### src/rtl/prga_fifo_wr_adapter_if.sv
// Write-side bundle between an upstream valid/ready producer and the prga_fifo write port.
// The adapter connects through 'slave'; the environment (producer + FIFO) connects through 'master'.
interface prga_fifo_wr_adapter_if #(
    parameter int DATA_WIDTH = 8
);
    logic                  valid_i;
    logic                  ready_o;
    logic [DATA_WIDTH-1:0] data_i;
    logic                  full;
    logic                  wr;
    logic [DATA_WIDTH-1:0] din;

    modport slave (
        input  valid_i,
        input  data_i,
        input  full,
        output ready_o,
        output wr,
        output din
    );

    modport master (
        output valid_i,
        output data_i,
        output full,
        input  ready_o,
        input  wr,
        input  din
    );
endinterface

### src/rtl/prga_fifo_wr_adapter.sv
// Producer-side adapter for the prga_fifo write port: a 2-entry skid buffer with fully registered ready_o/wr/din.
// Optional counters stat_words/stat_stall are built when PRGA_FIFO_WR_ADAPTER_STATS_EN is defined.
module prga_fifo_wr_adapter #(
    parameter int DATA_WIDTH = 8
) (
    input  logic                   clk,
    input  logic                   rst,
    prga_fifo_wr_adapter_if.slave  bus
`ifdef PRGA_FIFO_WR_ADAPTER_STATS_EN
    ,
    output logic [31:0]            stat_words,
    output logic [31:0]            stat_stall
`endif
);

    typedef enum logic [1:0] {
        EMPTY = 2'd0,
        ONE   = 2'd1,
        TWO   = 2'd2
    } state_t;

    state_t                state;
    state_t                next_state;
    logic                  ready_reg;
    logic                  wr_reg;
    logic [DATA_WIDTH-1:0] main_data;
    logic [DATA_WIDTH-1:0] skid_data;

    logic                  up;
    logic                  dn;
    logic                  load_main;
    logic                  main_from_skid;
    logic                  load_skid;

    assign up = bus.valid_i && ready_reg;
    assign dn = wr_reg && !bus.full;

    assign bus.ready_o = ready_reg;
    assign bus.wr      = wr_reg;
    assign bus.din     = main_data;

    // wr and ready_o are reloaded from next_state, so they mirror the buffer occupancy one edge ahead
    always_ff @(posedge clk) begin
        if (rst) begin
            state     <= EMPTY;
            wr_reg    <= 1'b0;
            ready_reg <= 1'b0;
            main_data <= '0;
            skid_data <= '0;
        end else begin
            state     <= next_state;
            wr_reg    <= (next_state != EMPTY);
            ready_reg <= (next_state != TWO);
            if (load_main) begin
                main_data <= main_from_skid ? skid_data : bus.data_i;
            end
            if (load_skid) begin
                skid_data <= bus.data_i;
            end
        end
    end

    always_comb begin
        next_state     = state;
        load_main      = 1'b0;
        main_from_skid = 1'b0;
        load_skid      = 1'b0;
        unique case (state)
            EMPTY: begin
                if (up) begin
                    next_state = ONE;
                    load_main  = 1'b1;
                end
            end
            ONE: begin
                if (up && !dn) begin
                    next_state = TWO;
                    load_skid  = 1'b1;
                end else if (!up && dn) begin
                    next_state = EMPTY;
                end else if (up && dn) begin
                    load_main  = 1'b1;
                end
            end
            TWO: begin
                // ready_o is low here, so only the downstream side can move
                if (dn) begin
                    next_state     = ONE;
                    load_main      = 1'b1;
                    main_from_skid = 1'b1;
                end
            end
            default: begin
                next_state = EMPTY;
            end
        endcase
    end

`ifdef PRGA_FIFO_WR_ADAPTER_STATS_EN
    always_ff @(posedge clk) begin
        if (rst) begin
            stat_words <= '0;
            stat_stall <= '0;
        end else begin
            if (dn && (stat_words != 32'hFFFF_FFFF)) begin
                stat_words <= stat_words + 32'd1;
            end
            if (wr_reg && bus.full && (stat_stall != 32'hFFFF_FFFF)) begin
                stat_stall <= stat_stall + 32'd1;
            end
        end
    end
`endif

endmodule

### src/flat_wrapper.sv
// flat-port wrapper written by rule: the top's interface ports become plain ports
module prga_fifo_wr_adapter_flat 
#(
    parameter int DATA_WIDTH = 8
)
  (clk, rst, bus_valid_i, bus_data_i, bus_full, bus_ready_o, bus_wr, bus_din);
  prga_fifo_wr_adapter_if #(.DATA_WIDTH(DATA_WIDTH)) bus_i ();
  input  logic clk;
  input  logic rst;
  input wire logic [$bits(bus_i.valid_i)-1:0] bus_valid_i;
  input wire logic [$bits(bus_i.data_i)-1:0] bus_data_i;
  input wire logic [$bits(bus_i.full)-1:0] bus_full;
  output wire logic [$bits(bus_i.ready_o)-1:0] bus_ready_o;
  output wire logic [$bits(bus_i.wr)-1:0] bus_wr;
  output wire logic [$bits(bus_i.din)-1:0] bus_din;
  assign bus_i.valid_i = bus_valid_i;
  assign bus_i.data_i = bus_data_i;
  assign bus_i.full = bus_full;
  assign bus_ready_o = bus_i.ready_o;
  assign bus_wr = bus_i.wr;
  assign bus_din = bus_i.din;
  prga_fifo_wr_adapter #(.DATA_WIDTH(DATA_WIDTH)) u_core (.clk(clk), .rst(rst), .bus(bus_i));
endmodule
### config.mk
export PLATFORM = sky130hd
export DESIGN_NAME = prga_fifo_wr_adapter_flat
export DESIGN_NICKNAME = d
export VERILOG_FILES = /design/src/rtl/prga_fifo_wr_adapter_if.sv /design/src/rtl/prga_fifo_wr_adapter.sv /design/src/flat_wrapper.sv
export SDC_FILE = /design/constraint.sdc
export NUM_CORES = 1
export LEC_CHECK = 0
export ABC_AREA = 1
export CORE_ASPECT_RATIO = 1.1
export CORE_MARGIN = 5
export CORE_UTILIZATION = 52
export CTS_CLUSTER_SIZE = 20
export DETAILED_ROUTE_END_ITERATION = 8
export PLACE_DENSITY = 0.86
export SETUP_SLACK_MARGIN = 0.2
export SLEW_MARGIN = 20
export SYNTH_ARGS = -nofsm -noshare
export SYNTH_HDL_FRONTEND = slang
export SYNTH_SLANG_ARGS = --single-unit
### constraint.sdc
create_clock -name clk -period 2.1 [get_ports clk]
set_input_delay 0.21 -clock clk [delete_from_list [all_inputs] [get_ports clk]]
set_output_delay 0.21 -clock clk [all_outputs]
set_load 0.03 [all_outputs]
==> results.tsv <==
metric	value	unit
status	complete, no violations	
IO Pins	22	
Initial Util	54.0	%
Worst R2R Setup Slack	0.74	ns
max frequency	613	MHz
Crit. path cell count	1	
CP endpoint kind	primary output	
R2R cell count	7	
CTS Root Cell	clkbuf_4	
final setup vio count	0	
hold depth	2	
core area	0.00178	mm²
Placed Cells	181	
PnR worst setup slack	0.468	ns
TritonCTS clock tree	yes	
Power Density	692	mW/mm²
Post-Syn Area	962	µm²
CTS HTree Levels	1	
Final Cycle Share	77.7	%
Slew Limit Fails	0	
post-synthesis register bit count	20	
Reg clk slew, reported paths	0.11	ns
total area of sequential cells	400	µm²
Final min period	1.63	ns
yosys warns	0	
die width	51.0	µm
Final TNS setup	0	ns
Final Hold Violating Endpoints	0	
relative slew slack	67.2	%
CP max stage delay	0.70	ns
LEAKAGE	0.000596	µW
min-delay src	rst	
gpl congestion	0.748	
Area Overhead vs Synth	25.6	%
first-pass GRT wire length	3310	µm
drt total wl	2000	µm
post-CTS setup buffer count	0	
Finished Layout Cells	185	
Reg-to-Reg End	u_core.bus.din[4]	
CTS Hold Buffers Added	0	
Largest delay share family, worst path	buffers and inverters	
RSZ-0062 raised after global routing	no	
number of I/O port buffers	21	
fraction of layout cells with a size suffix above 1	8.38	%
initial antenna violation count	0	
WS Path Type	reg2out	
die area	0.00281	mm²
Mapped Cells	144	
measured slew at the worst slew-check pin	0.491	ns
WHS Endpoint	u_core.bus.ready_o	
ant diodes	0	
Overflow after GRT	0	
GRT Util Overall	15.9	%
crit start category	flip-flop	
vias in the first global route	793	
most frequent cells in the layout	nor2_1 (36), nand2_1 (34), clkdlybuf4s50_1 (21)	
residual DRC count	0	
clk_skew	0.00248	ns
Vias/cell	4.91	
post-synth cell types	13	
VDD IR max	0.445	mV
CP Max Fanout	4	
Starting DRT DRC Count	25	
syn_area_per_cell	6.68	µm²
max-cap check violation count	0	
clk sinks	20	
vias	908	
largest net degree at the start of global routing	19	
crit-path cells	clkdlybuf4s50_1	
post-synthesis sequential area ratio	41.6	%
CP Data Arrival Time	1.42	ns
TritonCTS Buffers	3	
# nets final	180	
die height	55.1	µm
hold crit path type	in2reg	
Clock Latency Late Sink	0.30	ns
Multi-input gate area	475	µm²
row cnt	16	
DP Worst Slack	0.509	ns
Routed Antenna Nets	0	
most common cell after layout, fill and taps aside	nor2_1	
TritonRoute pass-1 iters	4	
CTS-repair resized insts	0	
Util after Layout	67.8	%
DR WL/cell	10.8	µm
crit path buf inv count	1	
Clock Tree Buf Depth	2	
Req. time, crit path	1.89	ns
# fillers	159	
Slowest cell on crit path	clkdlybuf4s50_1	
Critical R2R Launch	u_core.bus.wr	
Detail Placement HPWL	1470	µm
syn nets	156	
-- worst max path at each step --
stage	slack, ns	from	to
finish	0.47	u_core.bus.wr	bus_wr
global route	0.42	u_core.bus.wr	bus_wr
CTS	0.46	u_core.bus.wr	bus_wr
detailed placement	0.51	bus_full	u_core.bus.din[2]
global placement	0.58	bus_full	u_core.bus.din[7]
floorplan	0.70	u_core.bus.wr	u_core.bus.din[4]
-- Yosys cell counts --
cell type | number | area share [%]
a21oi_2 | 1 | 0.91
nand3b_2 | 1 | 1.2
nand2_4 | 2 | 2.3
nor2_1 | 36 | 14
dfxtp_1 | 20 | 42
inv_1 | 15 | 5.9
o21ai_0 | 8 | 4.2
inv_2 | 2 | 0.78
nand2_1 | 34 | 13
buf_6 | 2 | 2.3
nand3_1 | 19 | 9.9
nand2_2 | 2 | 1.3
nor2_4 | 2 | 2.3
-- per-layer routing --
layer | wire [µm] | vias to the layer above | global-route usage, % | part of all wire, %
met3 | 76 | 5 | 3.49 | 3.8
met5 | 0 | - | 0 | 0
li1 | - | 491 | - | -
met1 | 930 | 393 | 18.3 | 47
met2 | 962 | 19 | 27.5 | 48
met4 | 28 | 0 | 8.97 | 1.4
-- power by group --
group	internal [µW]	switching [µW]	leakage [µW]
registers	405	16.4	0.000164
logic	81.5	112	0.000411
clock network	106	116	0.0000210
-- area by class of cell --
cell class              instances  area share [%]
well taps                      18            1.86
clock buffers                   4            3.00
repair buffers                 21            17.4
inverters                      17            5.28
multi-input cells             105            39.3
flip-flops and latches         20            33.1
-- stage by stage --
| step | hold slack [ns] | total power, µW | area [µm²] |
|---|---|---|---|
| detailed placement | 0.473 | 625 | 1170 |
| global placement | 0.465 | 619 | 1170 |
| finish | 0.454 | 837 | 1210 |
| floorplan | 0.282 | 552 | 962 |
| global route | 0.448 | 889 | 1210 |
| CTS | 0.450 | 845 | 1210 |
-- logic make-up after synthesis --
family	after synthesis	synth area share, %
flops	20	41.6
compound gates	9	5.07
buf+inv	19	8.97
simple gates	96	44.3
Note: power is estimated with default switching activity, not from simulation.
